[config.mk]
export PLATFORM = sky130hd
export DESIGN_NAME = uart_rx_byte_flat
export DESIGN_NICKNAME = d
export VERILOG_FILES = /design/src/rtl/uart_rx_byte_pkg.sv /design/src/rtl/uart_rx_byte_if.sv /design/src/rtl/uart_rx_byte_sync_ff.sv /design/src/rtl/uart_rx_byte.sv /design/src/flat_wrapper.sv
export SDC_FILE = /design/constraint.sdc
export NUM_CORES = 1
export LEC_CHECK = 0
export ABC_CLOCK_PERIOD_IN_PS = 1900
export BUFFER_PORTS_ARGS = -buffer_cell sky130_fd_sc_hd__buf_2
export CORE_ASPECT_RATIO = 1.25
export CORE_MARGIN = 2
export CORE_UTILIZATION = 45
export DETAILED_ROUTE_END_ITERATION = 8
export PLACE_DENSITY = 0.67
export SYNTH_ARGS = -nofsm -noshare
export SYNTH_HDL_FRONTEND = slang
export SYNTH_SLANG_ARGS = --single-unit
[constraint.sdc]
create_clock -name clk -period 1.9 [get_ports clk]
set_clock_uncertainty 0.05 [all_clocks]
set_input_delay 0.38 -clock clk [delete_from_list [all_inputs] [get_ports clk]]
set_output_delay 0.38 -clock clk [all_outputs]
set_load 0.05 [all_outputs]
[src/rtl/uart_rx_byte_pkg.sv]
// Shared definitions for the 8N1 serial byte receiver.
//  - FSM state encodings (plain 2-bit constants, legacy-compatible)
//  - Frame geometry and default bit timing (10 MHz clock, 115200 baud)
package uart_rx_byte_pkg;

   localparam logic [1:0] ST_IDLE  = 2'd0;
   localparam logic [1:0] ST_START = 2'd1;
   localparam logic [1:0] ST_DATA  = 2'd2;
   localparam logic [1:0] ST_STOP  = 2'd3;

   localparam int unsigned UART_DATA_BITS    = 8;
   localparam int unsigned UART_CLKS_PER_BIT = 87;
   localparam int unsigned UART_BIT_IDX_W    = $clog2(UART_DATA_BITS);

endpackage

[src/rtl/uart_rx_byte_if.sv]
// Receive-side handshake bundle between the byte receiver and its consumer.
//  master (receiver): drives rx_data, rx_valid, rx_overrun, frame_err, busy; reads rx_ack
//  slave  (consumer): reads the above; drives rx_ack
interface uart_rx_byte_if;
   import uart_rx_byte_pkg::*;

   logic [UART_DATA_BITS-1:0] rx_data;
   logic                      rx_valid;
   logic                      rx_ack;
   logic                      rx_overrun;
   logic                      frame_err;
   logic                      busy;

   modport master (
      output rx_data,
      output rx_valid,
      output rx_overrun,
      output frame_err,
      output busy,
      input  rx_ack
   );

   modport slave (
      input  rx_data,
      input  rx_valid,
      input  rx_overrun,
      input  frame_err,
      input  busy,
      output rx_ack
   );

endinterface

[src/rtl/uart_rx_byte_sync_ff.sv]
// N-stage synchronizer for an asynchronous single-bit input.
// Flops reset to 1 so an idle-high serial line never looks like a start edge out of reset.
//  clk   in  clock
//  rst_n in  asynchronous active-low reset
//  d     in  asynchronous input
//  q     out synchronized output (last stage)
module sync_ff #(
   parameter int unsigned STAGES = 2
) (
   input  logic clk,
   input  logic rst_n,
   input  logic d,
   output logic q
);

   logic [STAGES-1:0] ff_q;

   always_ff @(posedge clk or negedge rst_n) begin
      if (!rst_n) begin
         ff_q <= '1;
      end else begin
         ff_q <= {ff_q[STAGES-2:0], d};
      end
   end

   assign q = ff_q[STAGES-1];

endmodule

[src/rtl/uart_rx_byte.sv]
// 8N1 serial byte receiver with valid/ack output handshake.
// Oversamples the rx line with a free-running per-bit counter, samples each bit at its
// midpoint, and reports framing errors and dropped bytes.
//  clk   in  clock
//  rst_n in  asynchronous active-low reset; discards any partial frame
//  rx    in  raw serial line, idle high
//  bus   uart_rx_byte_if.master: rx_data/rx_valid/rx_ack handshake plus
//        rx_overrun (sticky), frame_err (1-cycle pulse), busy (FSM not idle)
module uart_rx_byte
   import uart_rx_byte_pkg::*;
#(
   parameter int unsigned CLKS_PER_BIT = UART_CLKS_PER_BIT,
   parameter int unsigned SYNC_STAGES  = 2
) (
   input  logic           clk,
   input  logic           rst_n,
   input  logic           rx,
   uart_rx_byte_if.master bus
);

   localparam int unsigned CNT_W = $clog2(CLKS_PER_BIT);
   localparam logic [CNT_W-1:0] CNT_LAST = CNT_W'(CLKS_PER_BIT - 1);
   localparam logic [CNT_W-1:0] CNT_MID  = CNT_W'(CLKS_PER_BIT / 2 - 1);
   localparam logic [UART_BIT_IDX_W-1:0] IDX_LAST = UART_BIT_IDX_W'(UART_DATA_BITS - 1);

   logic rx_s;
   logic rx_s_prev_q;
   logic fall;

   logic [1:0]                state_q, state_d;
   logic [CNT_W-1:0]          cnt_q, cnt_d;
   logic [UART_BIT_IDX_W-1:0] idx_q, idx_d;
   logic [UART_DATA_BITS-1:0] shift_q, shift_d;

   logic [UART_DATA_BITS-1:0] data_q, data_d;
   logic                      valid_q, valid_d;
   logic                      ovr_q, ovr_d;
   logic                      fe_q, fe_d;

   logic cnt_last;
   logic stop_ok;
   logic stop_bad;
   logic ack_take;

   sync_ff #(
      .STAGES (SYNC_STAGES)
   ) u_sync (
      .clk   (clk),
      .rst_n (rst_n),
      .d     (rx),
      .q     (rx_s)
   );

   // Edge, not level: a line stuck low after a frame cannot restart the FSM.
   assign fall     = rx_s_prev_q & ~rx_s;
   assign cnt_last = (cnt_q == CNT_LAST);

   always_comb begin
      state_d  = state_q;
      cnt_d    = cnt_q;
      idx_d    = idx_q;
      shift_d  = shift_q;
      stop_ok  = 1'b0;
      stop_bad = 1'b0;

      case (state_q)
         ST_IDLE: begin
            if (fall) begin
               state_d = ST_START;
               cnt_d   = '0;
            end
         end
         ST_START: begin
            if (cnt_q == CNT_MID) begin
               // Still low at mid start bit: genuine start; otherwise treat as a glitch.
               if (!rx_s) begin
                  state_d = ST_DATA;
                  cnt_d   = '0;
                  idx_d   = '0;
               end else begin
                  state_d = ST_IDLE;
               end
            end else begin
               cnt_d = cnt_q + 1'b1;
            end
         end
         ST_DATA: begin
            cnt_d = cnt_last ? '0 : cnt_q + 1'b1;
            if (cnt_last) begin
               // LSB arrives first, so shifting right leaves it in bit 0 after the last bit.
               shift_d = {rx_s, shift_q[UART_DATA_BITS-1:1]};
               idx_d   = idx_q + 1'b1;
               if (idx_q == IDX_LAST) begin
                  state_d = ST_STOP;
               end
            end
         end
         ST_STOP: begin
            cnt_d = cnt_last ? '0 : cnt_q + 1'b1;
            if (cnt_last) begin
               state_d  = ST_IDLE;
               stop_ok  = rx_s;
               stop_bad = ~rx_s;
            end
         end
         default: begin
            state_d = ST_IDLE;
         end
      endcase
   end

   // Output handshake. A byte completing while the consumer acks in the same cycle
   // replaces the old one without counting as an overrun.
   always_comb begin
      ack_take = valid_q & bus.rx_ack;
      data_d   = data_q;
      valid_d  = valid_q;
      ovr_d    = ovr_q;
      fe_d     = stop_bad;

      if (ack_take) begin
         valid_d = 1'b0;
         ovr_d   = 1'b0;
      end

      if (stop_ok) begin
         if (!valid_q || bus.rx_ack) begin
            data_d  = shift_q;
            valid_d = 1'b1;
         end else begin
            ovr_d = 1'b1;  // set wins over a clearing ack
         end
      end
   end

   always_ff @(posedge clk or negedge rst_n) begin
      if (!rst_n) begin
         rx_s_prev_q <= 1'b1;
         state_q     <= ST_IDLE;
         cnt_q       <= '0;
         idx_q       <= '0;
         shift_q     <= '0;
         data_q      <= '0;
         valid_q     <= 1'b0;
         ovr_q       <= 1'b0;
         fe_q        <= 1'b0;
      end else begin
         rx_s_prev_q <= rx_s;
         state_q     <= state_d;
         cnt_q       <= cnt_d;
         idx_q       <= idx_d;
         shift_q     <= shift_d;
         data_q      <= data_d;
         valid_q     <= valid_d;
         ovr_q       <= ovr_d;
         fe_q        <= fe_d;
      end
   end

   assign bus.rx_data    = data_q;
   assign bus.rx_valid   = valid_q;
   assign bus.rx_overrun = ovr_q;
   assign bus.frame_err  = fe_q;
   assign bus.busy       = (state_q != ST_IDLE);

endmodule

[src/flat_wrapper.sv]
// flat-port wrapper written by rule: the top's interface ports become plain ports
module uart_rx_byte_flat import uart_rx_byte_pkg::*;
#(
   parameter int unsigned CLKS_PER_BIT = UART_CLKS_PER_BIT,
   parameter int unsigned SYNC_STAGES  = 2
)
  (clk, rst_n, rx, bus_rx_data, bus_rx_valid, bus_rx_overrun, bus_frame_err, bus_busy, bus_rx_ack);
  uart_rx_byte_if bus_i ();
  input  logic clk;
  input  logic rst_n;
  input  logic rx;
  output wire logic [$bits(bus_i.rx_data)-1:0] bus_rx_data;
  output wire logic [$bits(bus_i.rx_valid)-1:0] bus_rx_valid;
  output wire logic [$bits(bus_i.rx_overrun)-1:0] bus_rx_overrun;
  output wire logic [$bits(bus_i.frame_err)-1:0] bus_frame_err;
  output wire logic [$bits(bus_i.busy)-1:0] bus_busy;
  input wire logic [$bits(bus_i.rx_ack)-1:0] bus_rx_ack;
  assign bus_rx_data = bus_i.rx_data;
  assign bus_rx_valid = bus_i.rx_valid;
  assign bus_rx_overrun = bus_i.rx_overrun;
  assign bus_frame_err = bus_i.frame_err;
  assign bus_busy = bus_i.busy;
  assign bus_i.rx_ack = bus_rx_ack;
  uart_rx_byte #(.CLKS_PER_BIT(CLKS_PER_BIT), .SYNC_STAGES(SYNC_STAGES)) u_core (.clk(clk), .rst_n(rst_n), .rx(rx), .bus(bus_i));
endmodule
==> impl_metrics.ini, run 1 <==
[sta]
fmaxAchievable_ghz = 0.547
hold_viol = 0
maxSlewHeadroom_pct = 52.2
worst_pin_slew_ps = 718
rsz0062_at_grt = false
slew_violations = 0
min_period_ps = 1830
worst_slack_ps = 70.3
setup_tns_ps = 0
fin_crit_sh_pct = 96.3
finalSetupViolCount = 0
whs_ps = 84.9

[pwr]
p_int_mw = 1.41
seqPwrFrac_pct = 43.0
swShare_pct = 31.1
power_density_nw_per_um2 = 1110
peakVddDrop_uv = 612
cellLeakagePower_nw = 0.912
p_clk_share_pct = 31.4
power.switching_mw = 0.639
p_comb_share_pct = 25.6

[clocking]
cts_tree = done
htreeDepth = 2
cts_hold_buf = 0
clkTransAtPathRegs_ps = 70
cts_resized = 0
clock_sinks = 34
numCtsBuffers = 5
clock_path_buffers = 2
clk_latency_ps = 290
postCtsSetupRepairBufs = 0
root_buffer = clkbuf_8

[worst_setup_path]
crit_path_cell_trace = inv_2, ha_1, and2_4, and4_4, and3_4, mux2_4
critical_path_arrival_ps = 1950
crit_family = simple AND/OR/NAND/NOR gates
critPathCaptureType = flop
critPathBufInv = 1
cp_slowest_cell = dfrtp_1
crit_required_ps = 2020
max_stage_delay_ps = 410
cp-start-kind = flop
path_class = flop to flop
critPathMaxFanout = 8

[synth]
syn_nets = 141
synth.cell_area_um2 = 1570
avgSynthCellArea_um2 = 11.8
synth.largest_area_cell = dfrtp_1
postSynthCellCount = 133
synth-seq-cells = 34
async_flop_share_pct = 100
ys_seq_area_share_pct = 54.3
ys_warn_count = 0
synth.area.top_cells = dfrtp_1 (49%), mux2_4 (7.6%), dfstp_2 (5.0%)
yosys.area.top_type_share_pct = 49.3
ys_top_cells_by_count = dfrtp_1 (31), nand2_1 (20), mux2_4 (8)
synthMostInstantiatedCell = dfrtp_1
synth_ff_type = dfrtp_1
ys_types = 34
synth_edf_count = 0

[layout]
drive_gt1_share_pct = 36.3
fillers = 325
antennaDiodeCount = 0
nNetsFinal = 167
area_growth_pct = 16.9
layout.cells.non_filler = 199

[grt]
top_usage_layer = met2
grt_antenna_before_repair = 0
grt_pass1_wl_um = 5010
use_met2_pct = 29.6
grt_max_degree = 35
grt_use_met1_pct = 17.1
overflow = 0
use_met3_pct = 3.52
grt_use_total_pct = 16.7
grt_pass1_vias = 1128

[min_path]
hold_class = input port to async pin

[placed_design]
dp.cells = 191
place_congestion = 0.747
dp_slack_ps = 13.2
port_buffers = 15
hpwlAfterDp_um = 2030

[die]
coreArea_um2 = 3420
rows = 24
io_pins = 16
die_area_um2 = 3990
die_y_um = 70.1
die_w_um = 56.9
initial_core_util_pct = 46.0

[routing]
drt-wirelength-per-cell_um = 14.0
first_iter_violations = 25
via_per_inst = 5.36
route.vias.total = 1067
dr.pass1.iters = 4
antenna_left = 0
drc_errors = 0
routed_wl_um = 2780

[job]
max_cap_viol_count = 0

[run_status]
status = complete, no violations
[kinds of logic after synthesis]
logic type	Yosys count	share of synthesized area, %
simple gates	49	16.8
fa+ha+maj	4	3.18
compound gates	20	8.19
mux	18	14.5
buf+inv	8	3.02
flops	34	54.3
[cell type report]
cell class              count  area, µm²  area share [%]
clock buffers               5       68.8            3.74
clock inverters             3       40.0            2.18
inverters                   5       18.8            1.02
multi-input cells          91        682            37.0
flip-flops and latches     34        855            46.4
well taps                  39       48.8            2.65
repair buffers             22        128            6.93
[layer usage]
layer | wire, µm | share of wire (%)
met1 | 1120 | 40
met5 | 0 | 0
met3 | 86 | 3.1
met4 | 87 | 3.1
met2 | 1480 | 53
[sequential cells by signal (all words and copies together) (netlist names), named ones only]
name and count:
u_core.bus.frame_err 1, u_core.bus.rx_data 8, u_core.bus.rx_overrun 1, u_core.bus.rx_valid 1
u_core.cnt_q 7, u_core.idx_q 3, u_core.rx_s_prev_q 1, u_core.shift_q 8
u_core.state_q 1, u_core.u_sync.ff_q 2
[power groups by stage]
| stage | logic, mW | clock network (mW) | registers (mW) |
|---|---|---|---|
| final | 0.525 | 0.644 | 0.882 |
| after global routing | 0.597 | 0.696 | 0.892 |
| after CTS | 0.520 | 0.665 | 0.880 |
| after detailed placement | 0.517 | 0 | 0.892 |
| after global placement | 0.507 | 0 | 0.885 |
| after floorplan | 0.338 | 0 | 0.896 |
[through the flow]
| step | util, % | power (mW) | instance area, µm² |
|---|---|---|---|
| after detailed placement | 50.3 | 1.41 | 1720 |
| after floorplan | - | 1.23 | 1570 |
| after global routing | 53.8 | 2.19 | 1840 |
| final | 53.8 | 2.05 | 1840 |
| after CTS | 53.5 | 2.06 | 1830 |
| after global placement | 50.3 | 1.39 | 1720 |
[final timing paths]
kind / cells after the start / slack [ps] / to / start
hold / removal: 1 / 80 / u_core.shift_q[0]$_DFFE_PN0P_ / rst_n
max in group asynchronous: 1 / 1250 / u_core.cnt_q[3]$_DFFE_PN0P_ / rst_n
hold reg to reg: 0 / 310 / u_core.u_sync.ff_q[1]$_DFF_PN1_ / u_core.u_sync.ff_q[0]$_DFF_PN1_
setup / recovery: 6 / 70 / u_core.bus.rx_data[4]$_DFFE_PN0P_ / u_core.cnt_q[0]$_DFFE_PN0P_
min in group clk: 1 / 140 / u_core.u_sync.ff_q[0]$_DFF_PN1_ / rx
setup reg to reg: 6 / 70 / u_core.bus.rx_data[4]$_DFFE_PN0P_ / u_core.cnt_q[0]$_DFFE_PN0P_
[cell usage in the layout (no fill, tap or decap), drive strengths merged]
cell type	synthesis	routed
a21oi	3	3
clkbuf	1	5
nor2b	5	5
ha	4	4
mux2	15	15
a211oi	1	1
bufinv	0	1
nand3	3	3
nand2b	3	3
a41oi	1	1
and2	4	4
a32o	1	1
nor2	7	7
a21boi	1	1
o211ai	1	1
nand4b	1	1
buf	2	22
o21a	1	1
dfrtp	31	31
mux2i	3	3
o22ai	4	4
and4bb	2	2
a31oi	2	2
nand2	20	20
o21ai	4	4
dfstp	3	3
o31ai	1	1
and4	1	1
inv	5	5
and3	1	1
clkinv	0	2
nor3	2	2
Note: power is estimated with default switching activity, not from simulation.
==> inputs of run 2 (changes only) <==
Settings changed: CORE_UTILIZATION 45 to 50, PLACE_DENSITY 0.67 to 0.72.
==> run 2 against run 1 <==
  * Die area is 9.4% lower
  * Power is 12% lower
  * Clock-buffer cell count is 1 higher
  * Final cell count is 1.5% lower
  * Critical path type unchanged
  * Global-route usage is 0.40 points higher
  * Non-clock buffer count stayed put
  * Cell area is 3.2% lower
  * Fmax is 1.0% higher
  * Register-to-register slack better by 20 ps
  * Critical path depth stayed put
  * Largest power group unchanged
==> impl_metrics.ini, run 2 (same netlist as run 1, synthesis figures left out) <==
[run_status]
status = complete, no violations

[clocking]
htreeDepth = 2
cts_resized = 0
clk_latency_ps = 340
cts_tree = done
root_buffer = clkbuf_4
cts_hold_buf = 0
clock_path_buffers = 2
postCtsSetupRepairBufs = 0
numCtsBuffers = 5
clock_sinks = 34
clkTransAtPathRegs_ps = 100

[grt]
overflow = 0
grt_pass1_vias = 1017
grt_antenna_before_repair = 0
grt_use_total_pct = 17.1
grt_max_degree = 35
grt_pass1_wl_um = 4380

[job]
max_cap_viol_count = 0

[sta]
finalSetupViolCount = 0
worst_pin_slew_ps = 739
setup_tns_ps = 0
whs_ps = 42.4
slew_violations = 0
maxSlewHeadroom_pct = 50.7
hold_viol = 0
fmaxAchievable_ghz = 0.552
min_period_ps = 1810
fin_crit_sh_pct = 95.3
rsz0062_at_grt = false

[die]
rows = 22
die_y_um = 66.7
die_area_um2 = 3620
io_pins = 16
coreArea_um2 = 2970
die_w_um = 54.2
initial_core_util_pct = 52.9

[worst_setup_path]
crit_required_ps = 2080
r2r_cells = 6
cp-start-kind = flop
path_class = flop to flop
critical_path_arrival_ps = 1990
critPathMaxFanout = 8
critPathCaptureType = flop

[layout]
fin_area_um2 = 1780
final_cell_mix = dfrtp_1 (31), nand2_1 (20), buf_2 (15)
layout_commonest_cell = dfrtp_1
nNetsFinal = 167
drive_gt1_share_pct = 34.4
antennaDiodeCount = 0
area_growth_pct = 13.2
layout.cells.non_filler = 196

[routing]
antenna_left = 0
drc_errors = 0
route.vias.total = 1048
routed_wl_um = 2720
first_iter_violations = 16
dr.pass1.iters = 4
via_per_inst = 5.35
drt-wirelength-per-cell_um = 13.9

[pwr]
power_density_nw_per_um2 = 1010
peakVddDrop_uv = 707
cellLeakagePower_nw = 0.887

[placed_design]
port_buffers = 15
placed_cell_area_um2 = 1720
hpwlAfterDp_um = 2040
dp.cells = 188
place_congestion = 0.742

[min_path]
hold_class = input port to async pin
==> run 2: cell types whose count changed in the layout (fill, tap and decap cells not counted) <==
cell        previous run  this run
bufinv_16              1         0
nor2b_2                1         0
nand3_1                2         3
and2_4                 1         0
and2_1                 1         2
nor2b_1                4         5
clkinv_2               2         1
clkinvlp_4             0         1
nand3_2                1         0
clkbuf_4               0         5
clkbuf_8               5         1
==> run 2: final timing paths <==
kind,endpoint,from,slack [ps]
min,u_core.bus.rx_data[0]$_DFFE_PN0P_,rst_n,40
max reg2reg,u_core.bus.rx_data[0]$_DFFE_PN0P_,u_core.cnt_q[0]$_DFFE_PN0P_,90
min reg2reg,u_core.u_sync.ff_q[1]$_DFF_PN1_,u_core.u_sync.ff_q[0]$_DFF_PN1_,310
max,u_core.bus.rx_data[0]$_DFFE_PN0P_,u_core.cnt_q[0]$_DFFE_PN0P_,90
max in group asynchronous,u_core.cnt_q[4]$_DFFE_PN0P_,rst_n,1290
min in group clk,u_core.u_sync.ff_q[0]$_DFF_PN1_,rx,80
==> run 2: worst max-delay path, stage by stage, from the launching register on <==
cell,delay [ps]
dfrtp_1,420
inv_2,80
ha_1,150
and2_1,140
and4_4,250
and3_4,290
mux2_4,320
==> run 2: metal layers <==
metal / GRT usage [%] / up-vias / part of all wire [%] / routed length (µm)
met4: 8.44 / 0 / 1.7 / 46
met1: 17.9 / 503 / 40 / 1090
met3: 4.04 / 6 / 3.3 / 90
met5: 0 / - / 0 / 0
met2: 30.6 / 16 / 55 / 1490
li1: - / 523 / - / -
==> run 2: through the flow <==
step           setup slack [ps]  total power, mW  utilization, %
6_report                   89.2             1.81            59.9
5_1_grt                    8.29             1.93            59.9
4_1_cts                    49.6             1.83            59.9
3_5_place_dp               58.2             1.41            57.8
3_3_place_gp                136             1.37            57.8
2_1_floorplan               105             1.23               -
==> run 2: power by group <==
group / switching, mW / leakage, nW / internal [mW]
clock: 0.239 / 0.0343 / 0.178
combinational: 0.294 / 0.402 / 0.207
sequential: 0.0813 / 0.450 / 0.807
==> run 2: area by class of cell <==
cell class,instances,area [µm²]
well taps,36,45.0
flip-flops and latches,34,855
fillers,236,1190
clock buffers,6,51.3
inverters,5,18.8
repair buffers,22,128
clock inverters,2,12.5
multi-input cells,91,672
